$ cat config.mk
export PLATFORM = sky130hd
export DESIGN_NAME = instr_encoder
export DESIGN_NICKNAME = d
export VERILOG_FILES = /design/src/rtl/mips_pkg.sv /design/src/rtl/sync_fifo.sv /design/src/rtl/instr_encoder.sv
export SDC_FILE = /design/constraint.sdc
export NUM_CORES = 1
export LEC_CHECK = 0
export BUFFER_PORTS_ARGS = -buffer_cell sky130_fd_sc_hd__buf_2
export CORE_ASPECT_RATIO = 1.25
export CORE_MARGIN = 1.5
export CORE_UTILIZATION = 53
export CTS_BUF_LIST = sky130_fd_sc_hd__clkbuf_8
export DETAILED_ROUTE_END_ITERATION = 12
export PLACE_DENSITY = 0.87
export SLEW_MARGIN = 25
export SYNTH_ARGS = -nofsm -noshare
export SYNTH_HDL_FRONTEND = slang
export SYNTH_HIERARCHICAL = 1
export SYNTH_SLANG_ARGS = --single-unit
$ cat constraint.sdc
create_clock -name clk -period 2.5 [get_ports clk]
set_input_delay 0.375 -clock clk [delete_from_list [all_inputs] [get_ports clk]]
set_output_delay 0.375 -clock clk [all_outputs]
set_load 0.1 [all_outputs]
$ cat src/rtl/mips_pkg.sv
// mips_pkg: MIPS opcode/funct constants, ALUControl codes and request kinds
// shared by the control-unit decoder and the instruction encoder.
package mips_pkg;

    localparam logic [5:0] OPC_RTYPE = 6'b000000;
    localparam logic [5:0] OPC_LW    = 6'b100011;
    localparam logic [5:0] OPC_SW    = 6'b101011;
    localparam logic [5:0] OPC_BEQ   = 6'b000100;
    localparam logic [5:0] OPC_BNE   = 6'b000101;
    localparam logic [5:0] OPC_ADDI  = 6'b001000;
    localparam logic [5:0] OPC_ADDIU = 6'b001001;
    localparam logic [5:0] OPC_ANDI  = 6'b001100;
    localparam logic [5:0] OPC_ORI   = 6'b001101;
    localparam logic [5:0] OPC_XORI  = 6'b001110;

    localparam logic [5:0] FUNCT_ADD  = 6'b100000;
    localparam logic [5:0] FUNCT_ADDU = 6'b100001;
    localparam logic [5:0] FUNCT_SUB  = 6'b100010;
    localparam logic [5:0] FUNCT_SUBU = 6'b100011;
    localparam logic [5:0] FUNCT_AND  = 6'b100100;
    localparam logic [5:0] FUNCT_OR   = 6'b100101;
    localparam logic [5:0] FUNCT_XOR  = 6'b100110;
    localparam logic [5:0] FUNCT_NOR  = 6'b100111;
    localparam logic [5:0] FUNCT_SLT  = 6'b101010;
    localparam logic [5:0] FUNCT_SLTU = 6'b101011;

    localparam logic [3:0] ALUCTL_ADD  = 4'b0000;
    localparam logic [3:0] ALUCTL_ADDU = 4'b0001;
    localparam logic [3:0] ALUCTL_SUB  = 4'b0010;
    localparam logic [3:0] ALUCTL_SUBU = 4'b0011;
    localparam logic [3:0] ALUCTL_AND  = 4'b0100;
    localparam logic [3:0] ALUCTL_OR   = 4'b0101;
    localparam logic [3:0] ALUCTL_XOR  = 4'b0110;
    localparam logic [3:0] ALUCTL_NOR  = 4'b0111;
    localparam logic [3:0] ALUCTL_SLT  = 4'b1100;
    localparam logic [3:0] ALUCTL_SLTU = 4'b1101;

    typedef enum logic [3:0] {
        KIND_R, KIND_LW, KIND_SW, KIND_BEQ, KIND_BNE,
        KIND_ADDI, KIND_ADDIU, KIND_ANDI, KIND_ORI, KIND_XORI
    } kindE;

    // Returns {legal, funct}
    function automatic logic [6:0] aluctlToFunct(input logic [3:0] aluctl);
        case (aluctl)
            ALUCTL_ADD:  return {1'b1, FUNCT_ADD};
            ALUCTL_ADDU: return {1'b1, FUNCT_ADDU};
            ALUCTL_SUB:  return {1'b1, FUNCT_SUB};
            ALUCTL_SUBU: return {1'b1, FUNCT_SUBU};
            ALUCTL_AND:  return {1'b1, FUNCT_AND};
            ALUCTL_OR:   return {1'b1, FUNCT_OR};
            ALUCTL_XOR:  return {1'b1, FUNCT_XOR};
            ALUCTL_NOR:  return {1'b1, FUNCT_NOR};
            ALUCTL_SLT:  return {1'b1, FUNCT_SLT};
            ALUCTL_SLTU: return {1'b1, FUNCT_SLTU};
            default:     return 7'b0;
        endcase
    endfunction

    // Returns {legal, opcode}
    function automatic logic [6:0] kindToOpcode(input logic [3:0] kind);
        case (kind)
            KIND_R:     return {1'b1, OPC_RTYPE};
            KIND_LW:    return {1'b1, OPC_LW};
            KIND_SW:    return {1'b1, OPC_SW};
            KIND_BEQ:   return {1'b1, OPC_BEQ};
            KIND_BNE:   return {1'b1, OPC_BNE};
            KIND_ADDI:  return {1'b1, OPC_ADDI};
            KIND_ADDIU: return {1'b1, OPC_ADDIU};
            KIND_ANDI:  return {1'b1, OPC_ANDI};
            KIND_ORI:   return {1'b1, OPC_ORI};
            KIND_XORI:  return {1'b1, OPC_XORI};
            default:    return 7'b0;
        endcase
    endfunction

endpackage

$ cat src/rtl/sync_fifo.sv
// sync_fifo: single-clock FIFO with synchronous flush; pointers carry a wrap bit
// so full and empty are distinguishable without a separate counter.
module sync_fifo #(
    parameter int WIDTH = 32,
    parameter int DEPTH = 4
) (
    input  logic             clk,
    input  logic             rst_n,
    input  logic             clear,
    input  logic             push,
    input  logic             pop,
    input  logic [WIDTH-1:0] wdata,
    output logic [WIDTH-1:0] rdata,
    output logic             full,
    output logic             empty
);
    localparam int AW = $clog2(DEPTH);

    logic [WIDTH-1:0] mem [DEPTH];
    logic [AW:0] wrPtr, rdPtr;

    assign empty = wrPtr == rdPtr;
    assign full  = (wrPtr[AW] != rdPtr[AW]) && (wrPtr[AW-1:0] == rdPtr[AW-1:0]);
    assign rdata = mem[rdPtr[AW-1:0]];

    always_ff @(posedge clk or negedge rst_n) begin
        if (!rst_n) begin
            wrPtr <= '0;
            rdPtr <= '0;
        end else if (clear) begin
            wrPtr <= '0;
            rdPtr <= '0;
        end else begin
            if (push && !full) wrPtr <= wrPtr + (AW+1)'(1);
            if (pop && !empty) rdPtr <= rdPtr + (AW+1)'(1);
        end
    end

    always_ff @(posedge clk) begin
        if (push && !full && !clear) mem[wrPtr[AW-1:0]] <= wdata;
    end

endmodule

$ cat src/rtl/instr_encoder.sv
// instr_encoder: turns abstract operation requests into MIPS machine words,
// buffers them in a FIFO and drains them with a running byte address.
module instr_encoder
    import mips_pkg::*;
#(
    parameter int          DEPTH     = 4,
    parameter logic [31:0] BASE_ADDR = 32'h0000_0000
) (
    input  logic        clk,
    input  logic        rst_n,
    input  logic        clear,
    input  logic        in_valid,
    output logic        in_ready,
    input  logic [3:0]  in_kind,
    input  logic [3:0]  in_aluctl,
    input  logic [4:0]  in_rs,
    input  logic [4:0]  in_rt,
    input  logic [4:0]  in_rd,
    input  logic [15:0] in_imm,
    output logic        out_valid,
    input  logic        out_ready,
    output logic [31:0] out_instr,
    output logic [31:0] out_addr,
    output logic        err_illegal,
    output logic [7:0]  err_count
);
    logic        full, empty, accept, legal, push, pop, isR;
    logic [6:0]  fn, op;
    logic [31:0] word, headWord;

    always_comb begin
        fn    = aluctlToFunct(in_aluctl);
        op    = kindToOpcode(in_kind);
        isR   = in_kind == KIND_R;
        legal = isR ? fn[6] : op[6];
        word  = isR ? {OPC_RTYPE, in_rs, in_rt, in_rd, 5'b0, fn[5:0]}
                    : {op[5:0], in_rs, in_rt, in_imm};
    end

    // clear blocks acceptance so a same-cycle request is dropped, not queued
    assign in_ready  = !full && !clear;
    assign accept    = in_valid && in_ready;
    assign push      = accept && legal;
    assign pop       = out_valid && out_ready && !clear;
    assign out_valid = !empty;
    assign out_instr = empty ? '0 : headWord;

    sync_fifo #(.WIDTH(32), .DEPTH(DEPTH)) fifo (
        .clk(clk), .rst_n(rst_n), .clear(clear), .push(push), .pop(pop),
        .wdata(word), .rdata(headWord), .full(full), .empty(empty)
    );

    always_ff @(posedge clk or negedge rst_n) begin
        if (!rst_n) begin
            out_addr    <= BASE_ADDR;
            err_illegal <= 1'b0;
            err_count   <= '0;
        end else if (clear) begin
            out_addr    <= BASE_ADDR;
            err_illegal <= 1'b0;
            err_count   <= '0;
        end else begin
            if (pop) out_addr <= out_addr + 32'd4;
            if (accept && !legal) begin
                err_illegal <= 1'b1;
                if (err_count != 8'hFF) err_count <= err_count + 8'd1;
            end
        end
    end

endmodule

== After elaboration in Yosys (flattened, before gate mapping) ==
Memory sizes are Yosys's and may differ from the RTL's.
Index checks and enable logic that the tools add are counted.

* Add/sub/neg operators: 4
* Equality and inequality tests: 4
* Multiplexer cells: 16
* Reductions and logical operators: 21

{| class="wikitable"
|+ Operator list
! kind !! count
|-
| 32-bit 2-to-1 mux || 4
|-
| 32-bit by 3-bit adder with 32-bit output (second input constant) || 1
|-
| 8-bit 2-to-1 mux || 3
|-
| 3-bit 2-to-1 mux || 4
|-
| 1-bit logical AND || 10
|-
| 2-bit nonzero test || 5
|-
| 8-bit by 1-bit adder with 8-bit output (second input constant) || 1
|-
| 8-bit inequality test (second input constant) || 1
|-
| 3-bit by 1-bit adder with 3-bit output (second input constant) || 2
|-
| 1-bit 2-to-1 mux || 5
|-
| 1-bit zero test || 4
|-
| 4-bit zero test || 1
|-
| 3-bit equality test || 1
|-
| 2-bit equality test || 1
|-
| 2-bit AND reduction || 1
|-
| 1-bit inequality test || 1
|}

* Register bits after elaboration: 47
* Bits in writable memories: 128
* ROM bits: 192
* Output and inout port bits: 75
* Word-level logic and storage cells: 53
* Memories: 3

{| class="wikitable"
|+ Memory list
! name !! words !! width !! rd ports !! clocked after Yosys merged registers in !! write ports !! RTL line !! source
|-
| fifo.mem || 4 || 32 || 1 || 0 || 1 || sync_fifo.sv:19 || <nowiki>logic [WIDTH-1:0] mem [DEPTH];</nowiki>
|-
| (no name shown) || 16 || 6 || 1 || 0 || 0 || mips_pkg.sv:45 || <nowiki>case (aluctl)</nowiki>
|-
| (no name shown) || 16 || 6 || 1 || 0 || 0 || mips_pkg.sv:62 || <nowiki>case (kind)</nowiki>
|}

== Depth between registers and ports, before layout ==
Gate-level depths: netlist of run 1.

* Depth after elaboration: 10
* Depth in mapped cells: 10

== Hierarchy ==
The synthesis of run 1 kept the hierarchy.

{| class="wikitable"
|+ By module, submodules not included
! module !! instances !! cells each !! area an instance (um^2) !! seq. area each (um^2)
|-
| sync_fifo || 1 || 231 || 5,167.5 || 3,993.8
|-
| instr_encoder || 1 || 308 || 2,613.8 || 975.9
|}

== Worst setup path after synthesis of run 1 ==
OpenSTA, ideal clock, no wires.

* Path kind: reg-to-reg
* From: reg fifo.wrPtr[1]
* To: mem fifo.mem[0][0] (enable)
* Data arrival time: 3.815 ns
* Data required time: 2.108 ns
* Path slack: -1.707 ns
* Stages on the path, launching flop included: 10
* Period minus slack after synthesis: 4.207 ns
* Cell sequence: dfrtp_1 > buf_2 > xnor2_1 > nand3_1 > inv_1 > nor2_1 > nand2_1 > nor2_1 > nor2b_1 > and3_1

* Longest elaborated chain between the ends: 10

{| class="wikitable"
|+ Ends and longest elaborated chain
! what !! RTL line !! source
|-
| from (decl) || sync_fifo.sv:20 || <nowiki>logic [AW:0] wrPtr, rdPtr;</nowiki>
|-
| from (signal assigned) || sync_fifo.sv:34 || <nowiki>if (push && !full) wrPtr <= wrPtr + (AW+1)'(1);</nowiki>
|-
| 2-bit equality test || sync_fifo.sv:23 || <nowiki>assign full = (wrPtr[AW] != rdPtr[AW]) && (wrPtr[AW-1:0] == rdPtr[AW-1:0]);</nowiki>
|-
| 1-bit logical AND || sync_fifo.sv:23 ||
|-
| named net full || instr_encoder.sv:27 || <nowiki>logic full, empty, accept, legal, push, pop, isR;</nowiki>
|-
| 1-bit zero test || instr_encoder.sv:41 || <nowiki>assign in_ready = !full && !clear;</nowiki>
|-
| 1-bit logical AND || instr_encoder.sv:41 ||
|-
| named net in_ready || instr_encoder.sv:13 || <nowiki>output logic in_ready,</nowiki>
|-
| 1-bit logical AND || instr_encoder.sv:42 || <nowiki>assign accept = in_valid && in_ready;</nowiki>
|-
| 1-bit logical AND || instr_encoder.sv:43 || <nowiki>assign push = accept && legal;</nowiki>
|-
| named net push || instr_encoder.sv:27 ||
|-
| 1-bit logical AND (2 in series) || sync_fifo.sv:40 || <nowiki>if (push && !full && !clear) mem[wrPtr[AW-1:0]] <= wdata;</nowiki>
|-
| 1-bit 2-to-1 mux || sync_fifo.sv:40 ||
|-
| 1-bit 2-to-1 mux (not written as such) || sync_fifo.sv:40 ||
|-
| to (decl) || sync_fifo.sv:19 ||
|}

The timed path passes the listed nets, and every way through them passes these cells.

== Final worst setup path of run 1 ==
* From: reg fifo.rdPtr[0]
* To: out out_instr[29]

* Longest elaborated chain between the ends: 2
* Elaborated cells on any way between the ends: 3
* Those cells by class: 1 x eq/ne; 1 x mux; 1 x memory

{| class="wikitable"
|+ Ends and longest elaborated chain
! what !! RTL line !! source
|-
| from (decl) || sync_fifo.sv:20 ||
|-
| from (signal assigned) || sync_fifo.sv:35 || <nowiki>if (pop && !empty) rdPtr <= rdPtr + (AW+1)'(1);</nowiki>
|-
| memory read 4 x 32 bit || -- ||
|-
| named net headWord[29] || instr_encoder.sv:29 || <nowiki>logic [31:0] word, headWord;</nowiki>
|-
| 32-bit 2-to-1 mux || instr_encoder.sv:46 || <nowiki>assign out_instr = empty ? '0 : headWord;</nowiki>
|-
| to (decl) || instr_encoder.sv:22 || <nowiki>output logic [31:0] out_instr,</nowiki>
|}

The timed path passes the listed nets, and every way through them passes these cells.

==> run_results.csv, run 1 <==
group,metric,value,unit
status,run_status,"finished, final reports clean",
global_routing,grt_pass1_vias,5314,
timing,tns,0,ps
floorplan,initial_core_util,54.24,%
timing,finalCritPeriodShare,97.94,%
synthesis,yosysSeqAreaShare,63.87,%
floorplan,row_count,49,
synthesis,synth_top_area_share,49.40,%
synthesis,synth_top_family_by_area,"simple AND/OR/NAND/NOR gates",
global_routing,grt_max_degree,46,
timing,timing_worst_slew_pin_value,583.9,ps
layout,nNetsFinal,755,
synthesis,ys_ff_latch,173,
synthesis,yosys.area_share.xor_xnor,3.907,%
layout,drive_gt1_share,35.99,%
synthesis,async_flop_share,26.01,%
clock_tree,cts_buffers,17,
global_routing,grt_overflow,0,
power,power_density,744.7,mW/mm^2
layout,instances_no_fill,894,
synthesis,syn_area,0.007781,sq mm
clock_tree,cts_num_sinks,173,
placement,place_congestion,0.8817,
layout,layout_commonest_cell,"edfxtp_1",
synthesis,synth-adder-area-share,1.608,%
layout,final_area,0.009728,sq mm
synthesis,synth_ff_type,"edfxtp_1",
routing,via_per_inst,5.738,
worst_setup_path,cpPeakStageDelay,540,ps
worst_setup_path,cp-end-kind,"primary output",
global_routing,grt_usage,23.77,%
routing,wire_per_inst,19.91,um
timing,finalMaxSlewViolations,0,
layout,fin_util,67.81,%
worst_setup_path,cp_top_family,"multiplexers",
worst_setup_path,crit_arrival,2070,ps
worst_setup_path,worstSetupPathType,"flip-flop to primary output",
placement,io_buffers,116,
layout,layout_common_cells,"128 x edfxtp_1, 82 x buf_2, 43 x dfrtp_1",
routing,vias,5130,
floorplan,die_y,138.5,um
timing,period_needed,2449,ps
synthesis,synth_edf_count,128,
synthesis,syn_avg_cell_area,14.44,sq um
clock_tree,clk_pin_slew_worst_paths,90,ps
power,p_leak,3.751,nW
floorplan,ios,119,
clock_tree,clockBufferDepth,2,
worst_setup_path,start_kind,"flip-flop",
run,maxCapViolCount,0,
worst_hold_path,min_path_type,"primary input to flip-flop",
worst_setup_path,critPathSlowestCell,"mux4_2",
floorplan,floorplan.die_area,0.01542,sq mm
synthesis,ys_types,57,
floorplan,die_w,111.4,um
routing,drc,0,
synthesis,synth_top_cell_by_area,"edfxtp_1",
routing,ant_nets,0,
clock_tree,cts_max_level,4,
synthesis,yosys-top-cells-area,"edfxtp_1 49%, dfrtp_1 14%, mux4_2 9.3%",
synthesis,synth-compound-area-share,4.486,%
timing,finClkSkew,11.30,ps
synthesis,yosys_warnings,6,
routing,finalWirelength,17800,um
routing,dr.pass1.iters,5,
power,irDropWorstVdd,0.0006613,V
worst_setup_path,cp.required,2120,ps
layout,synthToLayoutAreaGrowth,25.02,%
global_routing,antenna_found_initial,2,
worst_setup_path,cp_max_fo,9,
timing,hold_viol,0,
floorplan,core-area,0.01435,sq mm
timing,max_freq,408.4,MHz
timing,finalSetupViolations,0,
synthesis,synthMuxAreaShare,9.648,%
synthesis,synthCells,539,
clock_tree,cts_tree,"yes",
timing,timing.slew.headroom,60.96,%
clock_tree,cts-root-buf,"clkbuf_8",
power,finalPower,7.244,mW
synthesis,synth_simple_gate_area_share,14.21,%
worst_setup_path,path_cells,"buf_4, buf_12, mux4_2, nor2b_1, buf_6",
placement,place_area,0.008899,sq mm
placement,dpl.hpwl,11500,um
placement,dp_cells,849,
worst_setup_path,path_buf_inv,3,
routing,drt_iter0_drc,361,
global_routing,grt_pass1_wl,27970,um
clock_tree,clkLatencyLatePin,470,ps
-- path summary, 6_finish.rpt --
kind | startpoint | end | slack, ps | cells past startpoint
setup / recovery | fifo/rdPtr[0]$_DFFE_PN0P_ | out_instr[29] | 50 | 5
max in group asynchronous | rst_n | fifo/rdPtr[1]$_DFFE_PN0P_ | 1580 | 3
hold / removal | in_rt[4] | fifo/mem[0][20]$_DFFE_PP_ | 120 | 1
min in group asynchronous | rst_n | out_addr[11]$_DFFE_PN0N_ | 510 | 3
hold reg to reg | err_illegal$_DFFE_PN0P_ | err_illegal$_DFFE_PN0P_ | 480 | 1
setup reg to reg | fifo/rdPtr[2]$_DFFE_PN0P_ | fifo/mem[1][23]$_DFFE_PP_ | 140 | 10
-- cell families after synthesis --
kind of cell / after synthesis
AND/OR/NAND/NOR: 199
flip-flops: 173
AO/OA/AOI/OAI: 51
buffers and inverters: 37
multiplexers: 35
XOR/XNOR: 33
adder cells (fa/ha/maj): 10
other: 1
-- timing repair --
item,in CTS,in global routing
pin swaps,1,1
cloned,2,2
resized for setup,70,10
endpoints found under the hold margin,45,0
endpoints found under the setup margin,32,47
hold buffers,1,0
setup buffers,3,3
-- Yosys cell counts, types with 2 or more instances --
| master | number |
|---|---|
| nor4_4 | 2 |
| or3_1 | 5 |
| buf_6 | 2 |
| edfxtp_1 | 128 |
| nor4_1 | 2 |
| and3_1 | 11 |
| a21oi_1 | 11 |
| xnor2_1 | 18 |
| nand3_1 | 11 |
| nor2b_1 | 36 |
| a31oi_1 | 3 |
| nand4_1 | 10 |
| or4_1 | 2 |
| xor2_1 | 13 |
| mux4_2 | 32 |
| nor2_1 | 38 |
| buf_2 | 9 |
| and4_1 | 3 |
| ha_1 | 10 |
| nand3b_1 | 2 |
| mux2i_1 | 3 |
| o211ai_1 | 3 |
| a211oi_1 | 3 |
| clkbuf_1 | 10 |
| o311ai_0 | 2 |
| and2_1 | 8 |
| inv_1 | 13 |
| nor3b_1 | 5 |
| nor3_2 | 4 |
| a2bb2oi_1 | 2 |
| a41oi_1 | 2 |
| nand2_1 | 44 |
| buf_4 | 2 |
| o21a_1 | 2 |
| nand2b_1 | 3 |
| o21ai_0 | 11 |
| nor3_1 | 7 |
| dfrtp_1 | 45 |
| a21o_1 | 4 |
-- metrics by stage --
stage               hold slack, ps  setup WS, ps
floorplan                    79.41        -358.1
global placement             466.8         90.20
detailed placement           472.0        -29.64
CTS                          87.53        -3.834
global route                 97.56        -18.19
finish                       124.8         51.48
-- power breakdown --
group | switching [mW] | internal [mW]
clock network | 1.07 | 0.924
logic | 1.44 | 0.655
registers | 0.0237 | 3.13
-- area by class of cell --
class                           count  area, sq um
Sequential cell                   173         4972
Fill cell                         937         4618
Multi-Input combinational cell    335         2753
Timing Repair Buffer              161         1313
Clock buffer                       17        234.0
Tap cell                          178        222.7
Clock inverter                     15        176.4
Inverter                           13        52.55
Antenna cell                        2        5.005
-- worst reg2reg max path: stages (launching register included) --
cell and delay (ps):
dfrtp_1 470, xor2_2 230, buf_4 170, nand3_1 100, inv_1 90, nor2_4 160
nand2_2 110, nor2_4 120, nor2b_2 200, and3_4 260, buf_12 170
-- metal layers --
metal / share of wire (%) / track usage (%) / vias up
met4: 3.2 / 10.46 / 0
met2: 52 / 40.91 / 242
met5: 0 / 0 / -
met1: 37 / 28.18 / 2499
li1: - / - / 2339
met3: 7.2 / 6.225 / 50
-- state kept, by name (all words and copies together), names as in the netlist --
name / count
fifo/mem: 128
out_addr: 30
err_count: 8
fifo/rdPtr: 3
fifo/wrPtr: 3
err_illegal: 1
(Power assumes the default switching activity.)
==> run 2: changes to the inputs <==
--- a/config.mk
+++ b/config.mk
@@ -8,10 +8,9 @@
 export BUFFER_PORTS_ARGS = -buffer_cell sky130_fd_sc_hd__buf_2
 export CORE_ASPECT_RATIO = 1.25
 export CORE_MARGIN = 1.5
-export CORE_UTILIZATION = 53
-export CTS_BUF_LIST = sky130_fd_sc_hd__clkbuf_8
+export CORE_UTILIZATION = 51
 export DETAILED_ROUTE_END_ITERATION = 12
-export PLACE_DENSITY = 0.87
+export PLACE_DENSITY = 0.85
 export SLEW_MARGIN = 25
 export SYNTH_ARGS = -nofsm -noshare
 export SYNTH_HDL_FRONTEND = slang
==> run 2 against run 1 <==
Sequential power barely moved; cell count fell by 0.56%; sequential share of layout area rose by 0.13 points; combinational power fell by 6%; register-to-register slack got worse by 50 ps; critical path depth rose by 1; routed wire length fell by 1.8%; via count rose by 0.55%; largest power group unchanged; die area rose by 3.8%; largest cell class unchanged; count of clock-buffer cells in the layout did not move; non-clock buffer count fell by 7.
==> run_results.csv, run 2 (same netlist as run 1, synthesis figures left out) <==
group,metric,value,unit
routing,drt_iter0_drc,280,
worst_hold_path,min_path_type,"primary input to asynchronous set/reset pin",
worst_setup_path,worstSetupPathType,"flip-flop to primary output",
routing,vias,5158,
global_routing,grt_usage,21.99,%
power,switchingPower,2.626,mW
layout,drive_gt1_share,34.84,%
worst_setup_path,path_cells,"xnor2_2, nand2_2, nor2_4, clkbuf_16, nor2b_1, buf_4",
timing,period_needed,2463,ps
power,comb_power_share,25.6,%
routing,wl_met2,9152,um
clock_tree,cts_buffers,17,
routing,wire_per_inst,19.66,um
power,switching_share,33.91,%
floorplan,floorplan.die_area,0.01601,sq mm
worst_setup_path,crit_arrival,2090,ps
power,clkPwrFrac,33.7,%
placement,post-place-ws,-53.73,ps
worst_setup_path,cp-end-kind,"primary output",
clock_tree,cts-root-buf,"clkbuf_16",
timing,timing_worst_slew_pin_value,567.3,ps
worst_setup_path,cp.required,2120,ps
layout,multi_input_area,0.002723,sq mm
clock_tree,clockBufferDepth,2,
routing,dr.pass1.iters,5,
global_routing,grt_pass1_wl,26570,um
worst_setup_path,path_buf_inv,2,
worst_setup_path,start_kind,"flip-flop",
timing,max_freq,406.0,MHz
floorplan,ios,119,
placement,io_buffers,116,
power,irDropWorstVdd,0.0004620,V
worst_setup_path,critPathSlowestCell,"dfrtp_2",
floorplan,row_count,50,
run,maxCapViolCount,0,
timing,finalCritPeriodShare,98.52,%
power,p_leak,3.770,nW
routing,ant_nets,0,
routing,via_per_inst,5.802,
timing,finalMaxSlewViolations,0,
routing,top_layer,"met5",
layout,seq_area,0.004972,sq mm
power,sequentialPowerShare,40.7,%
clock_tree,cts_max_level,4,
routing,wl_met3,1231,um
worst_setup_path,ff2ff_path_depth,6,
clock_tree,clkLatencyLatePin,430,ps
power,power_density,798.2,mW/mm^2
floorplan,initial_core_util,52.04,%
timing,hold_viol,0,
routing,finalWirelength,17480,um
worst_setup_path,r2r-end,"out_addr[21]$_DFFE_PN0N_",
status,run_status,"finished, final reports clean",
global_routing,grt_overflow,0,
layout,layout_common_cells,"128 x edfxtp_1, 83 x buf_2, 52 x buf_4",
timing,finalSetupViolations,0,
global_routing,grt_max_degree,46,
floorplan,core-area,0.01495,sq mm
floorplan,die_w,113.5,um
worst_setup_path,ff2ff_setup_slack,90,ps
clock_tree,cts_hold_buf,0,
clock_tree,cts_tree,"yes",
placement,dpl.hpwl,11260,um
clock_tree,clk_pin_slew_worst_paths,70,ps
placement,place_congestion,0.7851,
worst_setup_path,cpPeakStageDelay,430,ps
layout,nFillCells,1033,
layout,synthToLayoutAreaGrowth,24.70,%
global_routing,antenna_found_initial,2,
routing,m1WireLength,6711,um
layout,nNetsFinal,747,
layout,layout_commonest_cell,"edfxtp_1",
floorplan,die_y,141.1,um
worst_setup_path,reg2reg_from,"fifo/rdPtr[2]$_DFFE_PN0P_",
timing,finClkSkew,16.87,ps
timing,timing.slew.headroom,62.18,%
global_routing,grt_pass1_vias,5128,
worst_setup_path,cp_top_family,"simple AND/OR/NAND/NOR gates",
routing,drc,0,
layout,largest_reg_flops,128,
timing,fin_hold_ws,9.817,ps
power,power.internal,5.119,mW
clock_tree,cts_num_sinks,173,
timing,tns,0,ps
timing,setup_ws,37.00,ps
worst_setup_path,cp_max_fo,8,
-- run 2: cell types whose count changed in the layout (fill, tap and decap cells not counted), sizes merged --
cell	previous run	this run
bufinv	2	1
inv	20	21
or4b	2	1
clkinvlp	2	1
diode	2	1
buf	159	151
dlygate4sd3	1	0
clkbuf	18	20
clkinv	4	5
-- run 2: layout make-up --
type | count | area share [%]
Antenna cell | 1 | 0.02579
Clock buffer | 17 | 4.384
Clock inverter | 15 | 1.741
Sequential cell | 173 | 51.24
Inverter | 13 | 0.5416
Tap cell | 182 | 2.347
Multi-Input combinational cell | 334 | 28.06
Timing Repair Buffer | 154 | 11.66
-- run 2: timing repair --
| item | 4_1_cts | 5_1_grt |
|---|---|---|
| endpoints found under the hold margin | 0 | 0 |
| buffers inserted | 0 | 1 |
| setup endpoints to repair | 32 | 33 |
| cloned | 1 | 3 |
| pin swaps | 0 | 2 |
| resized for setup | 31 | 18 |
-- run 2: power groups by stage --
stage          Combinational [mW]  Clock [mW]  Sequential (mW)
6_report                     1.98        2.61             3.16
5_1_grt                      2.05        2.76             3.16
4_1_cts                      1.86        2.66             3.16
3_5_place_dp                 1.75           0             3.21
3_3_place_gp                 1.73           0             3.21
2_1_floorplan                1.36           0             3.26
-- run 2: metal layers --
metal  vias up  global-route usage [%]
li1       2319                       -
met1      2588                   26.50
met2       219                   38.30
met3        30                   5.546
met4         2                   7.895
met5         -                       0
-- run 2: worst max path at each step --
| stage | from | end | slack (ps) | cells past startpoint |
|---|---|---|---|---|
| floorplan | fifo/rdPtr[1]$_DFFE_PN0P_ | out_instr[10] | -360 | 4 |
| global placement | in_kind[1] | fifo/mem[3][8]$_DFFE_PP_ | 50 | 10 |
| detailed placement | in_kind[1] | fifo/mem[0][18]$_DFFE_PP_ | -50 | 10 |
| CTS | fifo/rdPtr[0]$_DFFE_PN0P_ | out_instr[14] | 2 | 4 |
| global route | fifo/rdPtr[1]$_DFFE_PN0P_ | out_instr[14] | -20 | 6 |
| finish | fifo/rdPtr[1]$_DFFE_PN0P_ | out_instr[14] | 40 | 6 |
-- run 2: through the flow --
step	std cells	power [mW]	instance area, sq um	util, %
finish	889	7.745	9703	64.90
global route	888	7.965	9701	64.88
CTS	885	7.681	9599	64.20
detailed placement	852	4.967	8896	59.50
global placement	852	4.942	8896	59.50
floorplan	544	4.622	7846	-
